File: src/rtl/accel_loader_pkg.sv
// Shared types and address-map helpers for the ai_accel stream loader.
// The helpers derive the window geometry from the same parameters the accelerator uses.
package accel_loader_pkg;

    typedef enum logic [2:0] {
        S_IDLE,
        S_LOAD,
        S_WAIT,
        S_RADDR,
        S_RCAP,
        S_ROUT
    } state_t;

    // Bus words per N x N matrix.
    function automatic int calc_m(input int n, input int width);
        return (n * n) / width;
    endfunction

    // Address bytes covered by one bus word.
    function automatic int calc_step(input int bits, input int width);
        return (width * bits) / 8;
    endfunction

    // Base of the C window: directly after the A and B windows.
    function automatic int calc_c_off(input int offcet, input int n, input int bits,
                                      input int width);
        return offcet + 2 * calc_m(n, width) * calc_step(bits, width);
    endfunction

endpackage

File: src/rtl/accel_loader.sv
// Streams A then B into the accelerator's write windows, waits for both stored
// flags, then reads the C window back out as a valid/ready stream.
//
// Handshakes: a word moves on the input port when in_valid && in_ready at a
// rising edge, and on the output port when out_valid && out_ready at a rising
// edge; out_valid never drops and out_data never changes until that happens.
module accel_loader
    import accel_loader_pkg::*;
#(
    parameter int                    BITS       = 8,
    parameter int                    N          = 8,
    parameter int                    WIDTH      = 4,
    parameter int                    ADDR_WIDTH = 10,
    parameter logic [ADDR_WIDTH-1:0] OFFCET     = 10'd128
) (
    input  logic                    clk,
    input  logic                    rst,
    input  logic                    in_valid,
    output logic                    in_ready,
    input  logic [WIDTH*BITS-1:0]   in_data,
    output logic                    out_valid,
    input  logic                    out_ready,
    output logic [WIDTH*BITS-1:0]   out_data,
    output logic                    done,
    output logic                    err,
    output logic [ADDR_WIDTH-1:0]   acc_addr,
    output logic                    acc_wr_en,
    output logic [WIDTH*BITS-1:0]   acc_wdata,
    input  logic [WIDTH*BITS-1:0]   acc_rdata,
    input  logic                    acc_a_stored,
    input  logic                    acc_b_stored,
    input  logic                    acc_c_show
);

    localparam int M     = calc_m(N, WIDTH);
    localparam int STEP  = calc_step(BITS, WIDTH);
    localparam int C_OFF = calc_c_off(int'(OFFCET), N, BITS, WIDTH);
    localparam int DW    = WIDTH * BITS;
    localparam int IDX_W = $clog2(2 * M);

    localparam logic [ADDR_WIDTH-1:0] STEP_A    = ADDR_WIDTH'(STEP);
    localparam logic [ADDR_WIDTH-1:0] C_OFF_A   = ADDR_WIDTH'(C_OFF);
    localparam logic [IDX_W-1:0]      LAST_LOAD = IDX_W'(2 * M - 1);
    localparam logic [IDX_W-1:0]      LAST_C    = IDX_W'(M - 1);
    localparam logic [IDX_W-1:0]      IDX_ONE   = IDX_W'(1);

    // The last C address must fit in the address bus without wrapping.
    if (C_OFF + (M - 1) * STEP >= (1 << ADDR_WIDTH)) begin : g_addr_range_check
        $error("accel_loader: C window exceeds ADDR_WIDTH address space");
    end

    state_t                  state, state_d;
    logic [IDX_W-1:0]        idx, idx_d;
    logic [ADDR_WIDTH-1:0]   addr_d;
    logic [DW-1:0]           wdata_d, odata_d;
    logic                    wr_en_d, ovalid_d, done_d, err_d;

    assign in_ready = (state == S_LOAD);

    always_comb begin
        state_d  = state;
        idx_d    = idx;
        addr_d   = acc_addr;
        wdata_d  = acc_wdata;
        wr_en_d  = 1'b0;
        odata_d  = out_data;
        ovalid_d = out_valid;
        done_d   = 1'b0;
        err_d    = err;
        case (state)
            S_IDLE: begin
                state_d = S_LOAD;
                idx_d   = '0;
            end
            S_LOAD: begin
                if (in_valid) begin
                    addr_d  = OFFCET + ADDR_WIDTH'(idx) * STEP_A;
                    wdata_d = in_data;
                    wr_en_d = 1'b1;
                    if (idx == LAST_LOAD) begin
                        idx_d   = '0;
                        state_d = S_WAIT;
                    end else begin
                        idx_d = idx + IDX_ONE;
                    end
                end
            end
            S_WAIT: begin
                // The final B write is still in flight while acc_wr_en is high.
                if (acc_a_stored && acc_b_stored && !acc_wr_en) begin
                    state_d = S_RADDR;
                end
            end
            S_RADDR: begin
                addr_d  = C_OFF_A + ADDR_WIDTH'(idx) * STEP_A;
                state_d = S_RCAP;
            end
            S_RCAP: begin
                odata_d  = acc_rdata;
                ovalid_d = 1'b1;
                if (!acc_c_show) begin
                    err_d = 1'b1;
                end
                state_d = S_ROUT;
            end
            S_ROUT: begin
                if (out_ready) begin
                    ovalid_d = 1'b0;
                    if (idx == LAST_C) begin
                        done_d  = 1'b1;
                        idx_d   = '0;
                        state_d = S_LOAD;
                    end else begin
                        idx_d   = idx + IDX_ONE;
                        state_d = S_RADDR;
                    end
                end
            end
            default: begin
                state_d = S_IDLE;
            end
        endcase
    end

    always_ff @(posedge clk or posedge rst) begin
        if (rst) begin
            state     <= S_IDLE;
            idx       <= '0;
            acc_addr  <= '0;
            acc_wdata <= '0;
            acc_wr_en <= 1'b0;
            out_data  <= '0;
            out_valid <= 1'b0;
            done      <= 1'b0;
            err       <= 1'b0;
        end else begin
            state     <= state_d;
            idx       <= idx_d;
            acc_addr  <= addr_d;
            acc_wdata <= wdata_d;
            acc_wr_en <= wr_en_d;
            out_data  <= odata_d;
            out_valid <= ovalid_d;
            done      <= done_d;
            err       <= err_d;
        end
    end

endmodule

File: config.mk
export PLATFORM = sky130hd
export DESIGN_NAME = accel_loader
export DESIGN_NICKNAME = d
export VERILOG_FILES = /design/src/rtl/accel_loader_pkg.sv /design/src/rtl/accel_loader.sv
export SDC_FILE = /design/constraint.sdc
export NUM_CORES = 1
export LEC_CHECK = 0
export CAP_MARGIN = 5
export CORE_MARGIN = 2
export CORE_UTILIZATION = 45
export CTS_CLUSTER_DIAMETER = 80
export DETAILED_ROUTE_END_ITERATION = 12
export PLACE_DENSITY = 0.85
export SYNTH_ARGS = -nofsm -noshare
export SYNTH_HDL_FRONTEND = slang
export SYNTH_SLANG_ARGS = --single-unit
File: constraint.sdc
create_clock -name clk -period 6.6 [get_ports clk]
set_clock_uncertainty 0.15 [all_clocks]
set_input_delay 1.65 -clock clk [delete_from_list [all_inputs] [get_ports clk]]
set_output_delay 1.65 -clock clk [all_outputs]
set_load 0.01 [all_outputs]
==> results of run 1 <==
[report_power, final]
group          leakage, nW  internal (mW)  switching (mW)  total, mW
registers             1.05          0.694           0.135      0.829
clock network        0.112          0.249           0.170      0.419
logic                 1.20          0.603           0.339      0.942
total                 2.37           1.55           0.645       2.19
[metal layers]
metal | wire, um | GRT usage | vias to the layer above
met4 | 161 | 0.0721 | 0
li1 | - | - | 1073
met2 | 3610 | 0.294 | 113
met3 | 554 | 0.0493 | 13
met1 | 3140 | 0.239 | 1139
met5 | 0 | 0 | -
[cells in the mapped netlist, types with 3 or more instances]
cell type	number
buf_12	3
buf_4	7
a21oi_1	4
mux2_2	40
o21ai_0	4
nor2_1	5
a21o_1	4
dfrtp_1	83
inv_1	3
nand2_1	12
nand3_1	3
mux2_4	29
nor3_1	3
o31ai_1	3
[cells by family after synthesis]
kind of cell	Yosys count	share of synthesized area
mux	69	0.255
buf+inv	17	0.0447
other cells	1	0.00108
fa+ha+maj	2	0.00720
flops	83	0.598
xor+xnor	1	0.00252
simple gates	34	0.0548
compound gates	19	0.0367
[area by class of cell]
type,instances,area (sq um)
timing repair buffer,148,1480
clock buffer,10,128
sequential,83,2080
inverter,3,12.5
multi-input combinational,128,1250
fill,542,2430
tap,102,128
clock inverter,5,103
[state kept, by name (all words and copies together) (netlist names)]
| name | count |
|---|---|
| acc_wdata | 32 |
| out_data | 32 |
| acc_addr | 7 |
| idx | 5 |
| state | 3 |
| acc_wr_en | 1 |
| done | 1 |
| err | 1 |
| out_valid | 1 |
[final timing paths]
| check | start | endpoint | slack (ns) |
|---|---|---|---|
| setup / recovery | state[0]$_DFFE_PP0P_ | in_ready | 2.94 |
| hold / removal | err$_DFFE_PP0P_ | err$_DFFE_PP0P_ | 0.31 |
| setup reg to reg | state[0]$_DFFE_PP0P_ | acc_wdata[29]$_DFFE_PP0P_ | 4.38 |
| hold reg to reg | err$_DFFE_PP0P_ | err$_DFFE_PP0P_ | 0.31 |
| max in group asynchronous | rst | acc_wdata[16]$_DFFE_PP0P_ | 3.73 |
| min in group asynchronous | rst | out_data[23]$_DFFE_PP0P_ | 1.58 |
[through the flow]
| stage | util | cells | instance area (sq um) | setup slack (ns) |
|---|---|---|---|---|
| global placement | 0.650 | 464 | 4950 | 3.16 |
| detailed placement | 0.650 | 464 | 4950 | 3.07 |
| CTS | 0.681 | 479 | 5180 | 2.94 |
| finish | 0.681 | 479 | 5180 | 2.94 |
| floorplan | - | 228 | 3480 | 2.66 |
| global route | 0.681 | 479 | 5180 | 2.85 |
[worst max-delay path: stages (launching register included)]
cell             delay, ns
dfrtp_1               0.54
nor2b_4               0.28
nor2b_4               0.18
clkdlybuf4s50_1       0.54
[cells in the final DEF (no fill, tap or decap), types with 3 or more instances in the layout]
cell,count
o21ai_0,4
nor2_1,5
clkbuf_8,9
mux2_4,29
nand3_1,3
clkdlybuf4s50_1,146
bufinv_16,3
o31ai_1,3
nor3_1,3
nand2_1,12
dfrtp_1,83
conb_1,3
a21o_1,4
mux2_2,40
a21oi_1,4
==> flow_summary.ini, run 1 <==
[outcome]
status = finished clean

[synthesis]
ys_types = 32
ys_warn_count = 0
seq_area_frac_synth = 0.598
synth_area_sq_mm = 0.00347
ys_ff_latch = 83
syn_inst = 226
syn_area_per_cell_sq_um = 15.4
ys.flop_type = dfrtp_1
synth_top_area_frac = 0.598
synth_top_cell_by_area = dfrtp_1
synth-edff-count = 0
synthArstFlopShare = 1.00
synth.area.top_cells = dfrtp_1 (60%), mux2_2 (13%), mux2_4 (13%), buf_12 (1.7%), buf_4 (1.5%)

[drt]
dr.first_iter.drc_count = 51
wirelength_um = 7460
dr.pass1.iters = 4
drcViolationCount = 0
via_per_inst = 4.88
drtAntennaViolNets = 0
num_vias = 2338
drt-wirelength-per-cell_um = 15.6

[sta]
fin_crit_ns = 3.66
drv_slew = 0
max_slew_margin = 0.544
tightest_slew_ns = 0.683
setup_viol = 0
worst_hold_slack_ns = 0.311
hold_viol = 0
setup_tns_ns = 0
fmax_mhz = 273
period_share = 0.555
rsz0062_at_grt = false

[clock_network]
htreeDepth = 3
cts_root_buf = clkbuf_8
postCtsSetupBuffers = 0
clk-insertion-delay-late_ns = 0.33
postCtsHoldBufs = 0
clk_pin_slew_ns = 0.08
cts.sink_count = 83
cts-buffers-inserted = 9
post_cts_resized = 0
ctsLongestPathBuffers = 2
cts_tree = done

[floorplanning]
die_h_um = 91.9
design.die.area_sq_mm = 0.00844
boundaryPins = 150
die_w_um = 91.9
rows = 32
start_util = 0.457
fp.coreArea_sq_mm = 0.00761

[worst_setup_path]
cp-end-kind = output pin
reg2regPathDepth = 4
startpoint_type = flip-flop
crit_fanout = 9
cp.arrival_ns = 1.86
crit_type = reg -> out
crit_required_ns = 4.80

[global_route]
overflow = 0
grt_pass1_wl_um = 12100
grtUsageTotal = 0.183
antenna_found_initial = 0
grt_pass1_vias = 2441
grt_max_degree = 43

[placed_design]
io_buffers = 146
gp_congestion = 0.729
dp_hpwl_um = 5490

[power]
p_leak_nw = 2.37
p_per_area_mw_per_mm2 = 423
total_power_mw = 2.19
vdd_drop_max_mv = 0.233

[min_path]
hold_depth = 1
min_path_type = reg -> reg

[job]
maxCapViolations = 0

[final_layout]
antenna_cells = 0
nNetsFinal = 446
drive_above_1_share = 0.239
syn_to_final_growth_pct = 49.1
Power figures use the tool's default switching activity.
==> run 2, diff against run 1 <==
--- a/config.mk
+++ b/config.mk
@@ -7,10 +7,10 @@
 export LEC_CHECK = 0
 export CAP_MARGIN = 5
 export CORE_MARGIN = 2
-export CORE_UTILIZATION = 45
+export CORE_UTILIZATION = 42
 export CTS_CLUSTER_DIAMETER = 80
 export DETAILED_ROUTE_END_ITERATION = 12
-export PLACE_DENSITY = 0.85
+export PLACE_DENSITY = 0.8
 export SYNTH_ARGS = -nofsm -noshare
 export SYNTH_HDL_FRONTEND = slang
 export SYNTH_SLANG_ARGS = --single-unit
==> constraint.sdc (replaced) <==
create_clock -name clk -period 3.75 [get_ports clk]
set_clock_uncertainty 0.15 [all_clocks]
set_input_delay 0.9375 -clock clk [delete_from_list [all_inputs] [get_ports clk]]
set_output_delay 0.9375 -clock clk [all_outputs]
set_load 0.01 [all_outputs]
==> run 2 against run 1 <==
  * Global-route usage shrank 1.8 points
  * Critical path type unchanged
  * Sequential cell count did not move
  * Final cell count grew 0.42%
  * Sequential power grew 75%
  * Sequential share of layout area down 0.29 points
  * Clock-buffer cell count is 1 lower
  * Largest cell class unchanged
  * Highest routed layer unchanged
  * Register-to-register slack got worse by 2.8 ns
  * Die area up 6.8%
  * Design area increased by 0.72%
  * Via count is 1.9% lower
  * Clock power grew 92%
==> flow_summary.ini, run 2 (synthesis results as in run 1) <==
[global_route]
grt_pass1_vias = 2357
grt_max_degree = 47
antenna_found_initial = 0
overflow = 0
grt_pass1_wl_um = 11600
grtUsageTotal = 0.166

[worst_setup_path]
cp-end-kind = output pin
cp.arrival_ns = 1.85
crit_required_ns = 2.66
r2r_slack_ns = 1.56
crit_fanout = 9
crit_type = reg -> out
r2r_start = state[0]$_DFFE_PP0P_
crit_start = state[0]$_DFFE_PP0P_
reg2regPathDepth = 4
startpoint_type = flip-flop
endpoint = in_ready
reg2reg_to = acc_wdata[30]$_DFFE_PP0P_

[outcome]
status = finished clean

[drt]
num_vias = 2294
dr.first_iter.drc_count = 32
wirelength_um = 7400
dr.pass1.iters = 2
drt-wirelength-per-cell_um = 15.4
via_per_inst = 4.77
drtAntennaViolNets = 0
drcViolationCount = 0

[floorplanning]
die_h_um = 94.9
start_util = 0.427
design.die.area_sq_mm = 0.00901
fp.coreArea_sq_mm = 0.00813
die_w_um = 94.9
boundaryPins = 150
rows = 33

[placed_design]
io_buffers = 146
gp_congestion = 0.764
dp_cells = 467
dp_hpwl_um = 5410

[clock_network]
postCtsSetupBuffers = 0
postCtsHoldBufs = 0
cts-buffers-inserted = 9
ctsLongestPathBuffers = 2
clk-insertion-delay-late_ns = 0.34
htreeDepth = 3
cts.sink_count = 83
post_cts_resized = 0
clk_pin_slew_ns = 0.09
cts_tree = done
cts_root_buf = clkbuf_8

[final_layout]
final_cell_mix = clkdlybuf4s50_1 (146), dfrtp_1 (83), mux2_2 (40), mux2_4 (29), nand2_1 (12)
num-fill-cells = 610
layout.cells.non_filler = 481
nNetsFinal = 446
multi_input_comb_area_sq_mm = 0.00125
drive_above_1_share = 0.239
antenna_cells = 0
final_util = 0.641
seq_area_sq_mm = 0.00208
mostFrequentLayoutCell = clkdlybuf4s50_1
reg_top3 = acc_wdata (32), out_data (32), acc_addr (7)
syn_to_final_growth_pct = 50.2

[min_path]
min_path_type = reg -> reg

[power]
vdd_drop_max_mv = 0.378
p_per_area_mw_per_mm2 = 750
p_leak_nw = 2.38

[sta]
rsz0062_at_grt = false
tightest_slew_ns = 0.781
fmax_mhz = 341
period_share = 0.783
max_slew_margin = 0.479
drv_slew = 0
hold_viol = 0
setup_tns_ns = 0
fin_crit_ns = 2.94
setup_viol = 0

[job]
maxCapViolations = 0
run 2: routing by layer:
metal  GRT usage  part of all wire
met1       0.221              0.44
met2       0.249              0.47
met3      0.0599             0.086
met4      0.0568             0.012
met5           0                 0
run 2: per-stage QoR:
stage / hold slack [ns] / area [sq um] / power, mW / setup WS (ns)
after floorplan: 0.342 / 3480 / 2.41 / 0.526
after global placement: 0.290 / 4960 / 3.08 / 1.01
after detailed placement: 0.315 / 4960 / 3.14 / 0.956
after CTS: 0.337 / 5220 / 3.96 / 0.803
after global routing: 0.358 / 5220 / 4.14 / 0.711
final: 0.328 / 5220 / 3.91 / 0.814
run 2: worst min-delay path by stage:
stage,from,endpoint,slack (ns),cells after the start
detailed placement,out_valid$_DFFE_PP0P_,out_valid$_DFFE_PP0P_,0.32,1
floorplan,idx[1]$_DFFE_PP0P_,idx[1]$_DFFE_PP0P_,0.34,2
global placement,err$_DFFE_PP0P_,err$_DFFE_PP0P_,0.29,1
global route,acc_addr[8]$_DFFE_PP0P_,acc_addr[8]$_DFFE_PP0P_,0.36,2
CTS,acc_addr[8]$_DFFE_PP0P_,acc_addr[8]$_DFFE_PP0P_,0.34,2
finish,acc_addr[8]$_DFFE_PP0P_,acc_addr[8]$_DFFE_PP0P_,0.33,2
run 2: power by group:
part | switching (mW) | internal, mW
clock | 0.304 | 0.503
sequential | 0.227 | 1.22
combinational | 0.594 | 1.06
run 2: final cells by class:
| class | instances | area share |
|---|---|---|
| Sequential cell | 83 | 0.398 |
| Clock inverter | 5 | 0.0245 |
| Timing Repair Buffer | 148 | 0.285 |
| Tap cell | 105 | 0.0252 |
| Inverter | 3 | 0.00240 |
| Clock buffer | 9 | 0.0237 |
| Multi-Input combinational cell | 128 | 0.241 |
run 2: critical path, cell delays in order (launching register included):
cell and delay, ns:
dfrtp_1 0.53, nor2b_4 0.27, nor2b_4 0.17, clkdlybuf4s50_1 0.54
